$ cat src/rtl/debounce_pkg.sv
// Shared defaults and sizing helper for the debouncer bank and its users.
package debounce_pkg;

   localparam int unsigned DEF_N            = 8;
   localparam int unsigned DEF_STABLE_TICKS = 4;
   localparam int unsigned DEF_HOLD_TICKS   = 64;

   // Bits needed to hold every value in 0..max_val inclusive.
   function automatic int unsigned cnt_width(input int unsigned max_val);
      return (max_val < 1) ? 1 : $clog2(max_val + 1);
   endfunction

endpackage

$ cat src/rtl/debouncer_bank_if.sv
// Pin-side bundle of the debouncer bank: prescaler tap, raw pins and cleaned outputs.
interface debouncer_bank_if #(
   parameter int unsigned N = 8
);

   logic         tick_in;
   logic [N-1:0] raw;
   logic [N-1:0] deb;
   logic [N-1:0] rise;
   logic [N-1:0] fall;
   logic [N-1:0] hold;
   logic         any_deb;

   modport master (
      output tick_in, raw,
      input  deb, rise, fall, hold, any_deb
   );

   modport slave (
      input  tick_in, raw,
      output deb, rise, fall, hold, any_deb
   );

endinterface

$ cat src/rtl/debounce_channel.sv
// One debounced input: 2-flop synchronizer, stability counter, edge pulses and long-press flag.
module debounce_channel
   import debounce_pkg::*;
#(
   parameter int unsigned STABLE_TICKS = DEF_STABLE_TICKS,
   parameter int unsigned HOLD_TICKS   = DEF_HOLD_TICKS
) (
   input  logic clk,
   input  logic reset_n,
   input  logic i_en,
   input  logic i_raw,
   output logic o_deb,
   output logic o_rise,
   output logic o_fall,
   output logic o_hold,
   output logic o_deb_next_c
);

   localparam int unsigned CNT_W  = cnt_width(STABLE_TICKS);
   localparam int unsigned HCNT_W = cnt_width(HOLD_TICKS);
   localparam logic [CNT_W-1:0]  CNT_LAST = CNT_W'(STABLE_TICKS - 1);
   localparam logic [HCNT_W-1:0] HOLD_MAX = HCNT_W'(HOLD_TICKS);

   logic              r_sync1;
   logic              r_sync2;
   logic              r_deb;
   logic              r_rise;
   logic              r_fall;
   logic              r_hold;
   logic [CNT_W-1:0]  r_cnt;
   logic [HCNT_W-1:0] r_hcnt;

   logic              w_accept;
   logic              w_deb_next;
   logic              w_rise_next;
   logic              w_fall_next;
   logic [CNT_W-1:0]  w_cnt_next;
   logic [HCNT_W-1:0] w_hcnt_next;

   // Next-state: a level is accepted only after STABLE_TICKS consecutive differing samples.
   always_comb begin
      w_accept    = i_en && (r_sync2 != r_deb) && (r_cnt == CNT_LAST);
      w_deb_next  = r_deb;
      w_rise_next = 1'b0;
      w_fall_next = 1'b0;
      w_cnt_next  = r_cnt;
      w_hcnt_next = r_hcnt;
      if (i_en) begin
         if (r_sync2 == r_deb) begin
            w_cnt_next = '0;
         end else if (w_accept) begin
            w_deb_next  = r_sync2;
            w_rise_next = r_sync2;
            w_fall_next = ~r_sync2;
            w_cnt_next  = '0;
         end else begin
            w_cnt_next = r_cnt + CNT_W'(1);
         end
         // Either accepted edge restarts the long-press count.
         if (w_accept) begin
            w_hcnt_next = '0;
         end else if (r_deb && (r_hcnt != HOLD_MAX)) begin
            w_hcnt_next = r_hcnt + HCNT_W'(1);
         end
      end
   end

   always_ff @(posedge clk or negedge reset_n) begin
      if (!reset_n) begin
         r_sync1 <= 1'b0;
         r_sync2 <= 1'b0;
         r_deb   <= 1'b0;
         r_rise  <= 1'b0;
         r_fall  <= 1'b0;
         r_hold  <= 1'b0;
         r_cnt   <= '0;
         r_hcnt  <= '0;
      end else begin
         r_sync1 <= i_raw;
         r_sync2 <= r_sync1;
         r_deb   <= w_deb_next;
         r_rise  <= w_rise_next;
         r_fall  <= w_fall_next;
         r_hold  <= (w_hcnt_next == HOLD_MAX);
         r_cnt   <= w_cnt_next;
         r_hcnt  <= w_hcnt_next;
      end
   end

   assign o_deb        = r_deb;
   assign o_rise       = r_rise;
   assign o_fall       = r_fall;
   assign o_hold       = r_hold;
   assign o_deb_next_c = w_deb_next;

endmodule

$ cat src/rtl/debouncer_bank.sv
// Bank of N debouncers sharing one sample strobe taken from the prescaler tap's rising edge.
module debouncer_bank
   import debounce_pkg::*;
#(
   parameter int unsigned N            = DEF_N,
   parameter int unsigned STABLE_TICKS = DEF_STABLE_TICKS,
   parameter int unsigned HOLD_TICKS   = DEF_HOLD_TICKS
) (
   input  logic            clk,
   input  logic            reset_n,
   debouncer_bank_if.slave bus
);

   logic         r_tick_d;
   logic         r_any_deb;
   logic         w_en;
   logic [N-1:0] w_deb;
   logic [N-1:0] w_rise;
   logic [N-1:0] w_fall;
   logic [N-1:0] w_hold;
   logic [N-1:0] w_deb_next;

   // One-clk strobe per tap period; a frozen tap produces none.
   assign w_en = bus.tick_in & ~r_tick_d;

   always_ff @(posedge clk or negedge reset_n) begin
      if (!reset_n) begin
         r_tick_d  <= 1'b0;
         r_any_deb <= 1'b0;
      end else begin
         r_tick_d  <= bus.tick_in;
         r_any_deb <= |w_deb_next;
      end
   end

   for (genvar gi = 0; gi < N; gi++) begin : g_ch
      debounce_channel #(
         .STABLE_TICKS (STABLE_TICKS),
         .HOLD_TICKS   (HOLD_TICKS)
      ) u_ch (
         .clk          (clk),
         .reset_n      (reset_n),
         .i_en         (w_en),
         .i_raw        (bus.raw[gi]),
         .o_deb        (w_deb[gi]),
         .o_rise       (w_rise[gi]),
         .o_fall       (w_fall[gi]),
         .o_hold       (w_hold[gi]),
         .o_deb_next_c (w_deb_next[gi])
      );
   end

   assign bus.deb     = w_deb;
   assign bus.rise    = w_rise;
   assign bus.fall    = w_fall;
   assign bus.hold    = w_hold;
   assign bus.any_deb = r_any_deb;

endmodule

$ cat src/flat_wrapper.sv
// flat-port wrapper written by rule: the top's interface ports become plain ports
module debouncer_bank_flat import debounce_pkg::*;
#(
   parameter int unsigned N            = DEF_N,
   parameter int unsigned STABLE_TICKS = DEF_STABLE_TICKS,
   parameter int unsigned HOLD_TICKS   = DEF_HOLD_TICKS
)
  (clk, reset_n, bus_tick_in, bus_raw, bus_deb, bus_rise, bus_fall, bus_hold, bus_any_deb);
  debouncer_bank_if #(.N(N)) bus_i ();
  input  logic clk;
  input  logic reset_n;
  input wire logic [$bits(bus_i.tick_in)-1:0] bus_tick_in;
  input wire logic [$bits(bus_i.raw)-1:0] bus_raw;
  output wire logic [$bits(bus_i.deb)-1:0] bus_deb;
  output wire logic [$bits(bus_i.rise)-1:0] bus_rise;
  output wire logic [$bits(bus_i.fall)-1:0] bus_fall;
  output wire logic [$bits(bus_i.hold)-1:0] bus_hold;
  output wire logic [$bits(bus_i.any_deb)-1:0] bus_any_deb;
  assign bus_i.tick_in = bus_tick_in;
  assign bus_i.raw = bus_raw;
  assign bus_deb = bus_i.deb;
  assign bus_rise = bus_i.rise;
  assign bus_fall = bus_i.fall;
  assign bus_hold = bus_i.hold;
  assign bus_any_deb = bus_i.any_deb;
  debouncer_bank #(.N(N), .STABLE_TICKS(STABLE_TICKS), .HOLD_TICKS(HOLD_TICKS)) u_core (.clk(clk), .reset_n(reset_n), .bus(bus_i));
endmodule
$ cat config.mk
export PLATFORM = sky130hd
export DESIGN_NAME = debouncer_bank_flat
export DESIGN_NICKNAME = d
export VERILOG_FILES = /design/src/rtl/debounce_pkg.sv /design/src/rtl/debouncer_bank_if.sv /design/src/rtl/debounce_channel.sv /design/src/rtl/debouncer_bank.sv /design/src/flat_wrapper.sv
export SDC_FILE = /design/constraint.sdc
export NUM_CORES = 1
export LEC_CHECK = 0
export BUFFER_PORTS_ARGS = -buffer_cell sky130_fd_sc_hd__buf_2
export CORE_UTILIZATION = 45
export DETAILED_ROUTE_END_ITERATION = 8
export GPL_TIMING_DRIVEN = 1
export HOLD_SLACK_MARGIN = 0.02
export SYNTH_ARGS = -nofsm -noshare
export SYNTH_HDL_FRONTEND = slang
export SYNTH_HIERARCHICAL = 1
export SYNTH_SLANG_ARGS = --single-unit
$ cat constraint.sdc
create_clock -name clk -period 5.5 [get_ports clk]
set_clock_uncertainty 0.2 [all_clocks]
set_input_delay 0.275 -clock clk [delete_from_list [all_inputs] [get_ports clk]]
set_output_delay 0.275 -clock clk [all_outputs]
set_load 0.01 [all_outputs]
Word level (Yosys, flattened, before mapping). Index checks and enable logic that the tools add are counted. W data, S select, Z words.

Register bits: 130. Output and inout port bits: 33. Input bits: 11.

Reductions and logical operators: 25. $add $sub $neg: 16. Eq/ne operators: 40. Muxes and demuxes: 112. Bitwise operators: 10.

Operators with widths (number): $mux W7 (24); $mux W1 (72); $add A7 B1 Y7 const B (8); $eq A7 B7 Y1 const B (8); $ne A7 B7 Y1 const B (8); $mux W3 (16); $add A3 B1 Y3 const B (8); $eq A3 B2 Y1 const B (8); $logic_and A1 B1 Y1 (24); $not A1 Y1 (9); $eq A1 B1 Y1 (8); $ne A1 B1 Y1 (8); $reduce_or A8 Y1 (1); $and A1 B1 Y1 (1).

Logic depth before layout (Yosys ltp).
Word-level depth: 8. Depth in mapped cells: 6.

Cells and area by module. The synthesis kept the hierarchy.

Modules (own cells, without submodules): debounce_channel (times used 8, cells each 73, seq. area each 400.4 um^2, area each 797.0 um^2); debouncer_bank (times used 1, cells each 6, seq. area each 50.0 um^2, area each 72.6 um^2).

Worst setup path before layout. OpenSTA, ideal clock, no wires.

Path kind: reg-to-reg. Start point: register u_core.r_tick_d. End point: register u_core.r_any_deb, in the netlist u_core/bus.any_deb. Data required time: 5.171 ns. Clock period less this slack: 2.194 ns. Setup time: 0.129 ns. Path slack: 3.306 ns. Buffers on the path: 1. Stages on the path, launching flop included: 7. Arrival time: 1.865 ns. Cells stage by stage: dfrtp_1 > nor2b_1 > buf_2 > nor3b_4 > mux2_1 > nor4_1 > nand2_1.

Longest elaborated chain between the ends: 8.

RTL lines: start, declared (RTL line debouncer_bank.sv:14) `logic r_tick_d;`; start signal, assigned (RTL line debouncer_bank.sv:31) `r_tick_d <= bus.tick_in;`; $not A1 Y1 * (RTL line debouncer_bank.sv:24) `assign w_en = bus.tick_in & ~r_tick_d;`; $and A1 B1 Y1 * (RTL line debouncer_bank.sv:24); via u_core.w_en (RTL line debouncer_bank.sv:16) `logic w_en;`; $logic_and A1 B1 Y1 (2 in series) (RTL line debounce_channel.sv:42) `w_accept = i_en && (r_sync2 != r_deb) && (r_cnt == CNT_LAST);`; $mux W1 (RTL line debounce_channel.sv:51) `end else if (w_accept) begin`; $mux W1 (RTL line debounce_channel.sv:49) `if (r_sync2 == r_deb) begin`; $mux W1 * (RTL line debounce_channel.sv:48) `if (i_en) begin`; via u_core.w_deb_next[3] (RTL line debouncer_bank.sv:21) `logic [N-1:0] w_deb_next;`; $reduce_or A8 Y1 * (RTL line debouncer_bank.sv:32) `r_any_deb <= |w_deb_next;`; end signal, assigned (RTL line debouncer_bank.sv:32); end, declared (RTL line debouncer_bank.sv:15) `logic r_any_deb;`.

Mark *: on every way through the listed nets, which the timed path passes. The rest lies on a longest branch. A chain may end at the register's enable or synchronous reset.

Final worst setup path.
Start point: input bus_tick_in. End point: register u_core.r_any_deb, in the netlist u_core/bus.any_deb.

Longest elaborated chain between the ends: 7.

RTL lines: start, declared (RTL line flat_wrapper.sv:12) `input wire logic [$bits(bus_i.tick_in)-1:0] bus_tick_in;`; $and A1 B1 Y1 * (RTL line debouncer_bank.sv:24); via u_core.w_en (RTL line debouncer_bank.sv:16); $logic_and A1 B1 Y1 (2 in series) (RTL line debounce_channel.sv:42); $mux W1 (RTL line debounce_channel.sv:51); $mux W1 (RTL line debounce_channel.sv:49); $mux W1 * (RTL line debounce_channel.sv:48); via u_core.w_deb_next[6] (RTL line debouncer_bank.sv:21); $reduce_or A8 Y1 * (RTL line debouncer_bank.sv:32).

Marks and branches as above.

==> key figures <==
Placement
  – Total of buffers placed on input and output ports: 43
  – Routability cong.: 0.796
  – Sum of net half-perimeters after detailed placement: 7.71 mm

Synthesis
  – Most used flip-flop cell after synthesis: sky130_fd_sc_hd__dfrtp_1
  – Sequential fraction of the synthesis area: 50.4%
  – Synth Instances: 590
  – Dominant combinational cell family by area after synthesis: simple AND/OR/NAND/NOR gates
  – Synth Net Count: around 630
  – Synth warnings: 6
  – Synthesized-area fraction occupied by xor and xnor cells: 4.35%
  – Count of unique library cells instantiated by Yosys: 29
  – Compound-Gate Fraction of Synth Area: 8.23%
  – Post-synthesis simple-gate area fraction: a little under a quarter
  – Post-synthesis adder-cell area fraction: 4.66%
  – Synthesis-stage register bit count: 130
  – Number of enable flip-flop cells after synthesis: 0
  – Proportion of register bits with asynchronous set or reset after synthesis: between 90% and 100%
  – Cell Area, Synth: approximately 6400 um^2
  – Mean area per synthesized cell: between 10 and 15 um^2
  – Multiplexer share of the synthesized area: under 10%

Clocking
  – Level count of the clock H-tree: 4
  – Max clock buf depth: 2
  – Number of clock sinks: between 100 and 150
  – Number of buffers inserted by post-CTS setup repair: 0
  – Clock Tree Root: sky130_fd_sc_hd__clkbuf_16
  – Quantity of gates resized following cts: 0
  – Clock tree from TritonCTS: yes
  – Clock latency reported for the late side of the worst-skew pair: 410 ps
  – CTS Buf Count: 17
  – Clock-pin slew reported for the worst setup and hold paths after clock tree synthesis: 50 ps

Routing
  – Final ANT Viol Nets: 0
  – Count of vias placed by the detailed router: about 4.4k
  – Starting DRT DRC Count: 293
  – Drt drc: 0
  – Per-cell via count in the routed design: around 5.2
  – Drt wl/cell: 13.3 um
  – Initial DRT Pass Iterations: 4
  – Total wirelength of the detailed-routed design: roughly 11 mm

Die
  – Die Outline Area: 14800 um^2
  – Die span in x: 122 um
  – Initial core utilization: 46.3%
  – Num rows: 43
  – Core Box Area: 13900 um^2
  – IO Pins: 44
  – Vertical extent of the die: 122 um

STA
  – Max Fclk: around 310 MHz
  – Post-route minimum period: between 3000 and 4000 ps
  – Total count of max-transition violations in the final report: 0
  – Setup violation total in the final timing report: 0
  – Period utilization: 57.8%
  – Setup repair after global routing missed its margin: no
  – Endpoints failing hold: 0
  – Transition at the pin with the smallest max-transition slack: ~990 ps
  – Total negative slack for setup checks: 0 ps
  – Worst Hold Slack: 145 ps
  – Headroom to the max-slew limit: 34.3%

Pwr
  – Power density normalized to cell area: 412 nW/um^2
  – Peak supply drop: 0.251 mV
  – LEAKAGE: between 3 and 4 nW

Run status
  – Result of the run: completed

Critical path
  – Type of the setup path with the least slack: in2reg
  – Worst-path maximum fanout: 39
  – Cell count of the worst reg-to-reg path: 6
  – Launching element type of the critical path: input port
  – Critical R2R Capture: u_core/bus.any_deb
  – Critical path endpoint category: flip-flop
  – Required time worst endpoint: 5590 ps
  – Critical Path AT: ~3300 ps
  – Worst-case register-to-register setup slack: 2460 ps
  – Startpoint of the lowest-slack register-to-register path: u_core/r_tick_d

Min path
  – Startpoint of the tightest hold check path: u_core/g_ch[1].u_ch/r_sync1
  – Hold/Removal Path Class: reg2reg
  – End of the worst hold path: u_core/g_ch[1].u_ch/r_sync2
  – Worst hold path cell count: 0

Finish
  – Number of nets at the end of the flow: 691
  – Area growth syn-to-layout: 18.2%
  – Number of fill cells in the layout: 1208
  – Layout cells sized above 1: between 15 and 20%
  – Final core utilization: 54.7%
  – Ant. Diodes: 0

Global routing
  – Number of antenna violations at the first check in global routing: 0
  – First-pass GRT wire length: 19.9 mm
  – GRT overflow: 0
  – Pin count of the biggest net entering global routing: 81
  – Total track usage: approximately 17%
  – Vias in the first global route: approximately 4.4k

Job
  – MaxCap Viol Count: 0
[cells by family after synthesis]
group	count (synthesis)
adder cells (fa/ha/maj)	24
flip-flops	130
AO/OA/AOI/OAI	88
multiplexers	40
AND/OR/NAND/NOR	228
buffers and inverters	48
XOR/XNOR	32
[routing by layer]
| layer | vias to the layer above | global-route usage (%) | wire length, um |
|---|---|---|---|
| met2 | 77 | 27.6 | 5340 |
| met4 | 0 | 7.02 | 119 |
| met5 | - | 0 | 0 |
| met3 | 8 | 5.15 | 434 |
| li1 | 2186 | - | - |
| met1 | 2140 | 21.7 | 5430 |
[Yosys cell counts (all sizes together), types with 9 or more instances]
cell type	count	area, um^2
or3	24	150
and2	24	150
o21ai	32	160
nor2b	9	56.3
mux2i	32	320
dfrtp	130	3250
ha	24	300
xnor2	24	210
nand2	17	63.8
inv	40	150
nand4	16	100
nand3	16	120
a21oi	32	190
nor2	72	270
[how the worst max path moves through the flow]
stage | from | to | slack [ps]
6_report | bus_tick_in | u_core/bus.any_deb | 2320
5_1_grt | bus_tick_in | u_core/bus.any_deb | 2070
4_1_cts | bus_tick_in | u_core/bus.any_deb | 2300
3_5_place_dp | bus_tick_in | u_core/bus.any_deb | 2400
3_3_place_gp | bus_tick_in | u_core/bus.any_deb | 2440
2_1_floorplan | u_core/r_tick_d | u_core/bus.any_deb | 3310
[cells in the final DEF (no fill, tap or decap), drive strengths merged, types with 17 or more instances in the layout]
cell type,n
o21ai,32
clkbuf,21
and2,24
buf,45
or3,24
dfrtp,130
inv,40
xnor2,24
a21oi,32
nand2,17
nor2,72
mux2i,32
ha,24
[where the power goes]
| group | internal (mW) | switching [mW] | leakage, nW |
|---|---|---|---|
| combinational | 0.287 | 0.360 | 1.43 |
| clock | 0.824 | 0.394 | 0.317 |
| sequential | 1.10 | 0.173 | 1.73 |
| total | 2.21 | 0.927 | 3.48 |
[critical path: stages]
cell and delay [ps]:
sky130_fd_sc_hd__dlygate4sd3_1 520, sky130_fd_sc_hd__buf_2 110, sky130_fd_sc_hd__nor2b_4 600, sky130_fd_sc_hd__buf_4 500, sky130_fd_sc_hd__nor3b_4 520, sky130_fd_sc_hd__mux2_1 390
sky130_fd_sc_hd__nor4_1 260, sky130_fd_sc_hd__nand2_1 70
[layout make-up]
type	count	area, um^2	area share (%)
Inverter	40	150	1.97
Multi-Input combinational cell	412	3010	39.5
Clock inverter	11	183	2.40
Tap cell	180	225	2.96
Clock buffer	21	460	6.04
Timing Repair Buffer	55	337	4.42
Sequential cell	130	3250	42.7
[repair_timing]
action | CTS | global route
hold endpoints to repair | 59 | 0
hold buffers | 10 | 0
endpoints found under the setup margin | 0 | 0
[registers in the layout (all words and copies together), names as in the netlist]
register,cells
u_core/bus.any_deb,1
u_core/g_ch.u_ch/o_deb,8
u_core/g_ch.u_ch/o_fall,8
u_core/g_ch.u_ch/o_hold,8
u_core/g_ch.u_ch/o_rise,8
u_core/g_ch.u_ch/r_cnt,24
u_core/g_ch.u_ch/r_hcnt,56
u_core/g_ch.u_ch/r_sync1,8
u_core/g_ch.u_ch/r_sync2,8
u_core/r_tick_d,1
[stage by stage]
step / std cells / setup WS [ps] / power, mW / cell area, um^2
final: 849 / 2320 / 3.14 / 7620
after global routing: 849 / 2070 / 3.34 / 7620
after CTS: 849 / 2300 / 3.19 / 7620
after detailed placement: 807 / 2400 / 1.94 / 6880
after global placement: 807 / 2440 / 1.91 / 6880
after floorplan: 590 / 3310 / 1.75 / 6450
Power figures use the tool's default switching activity.
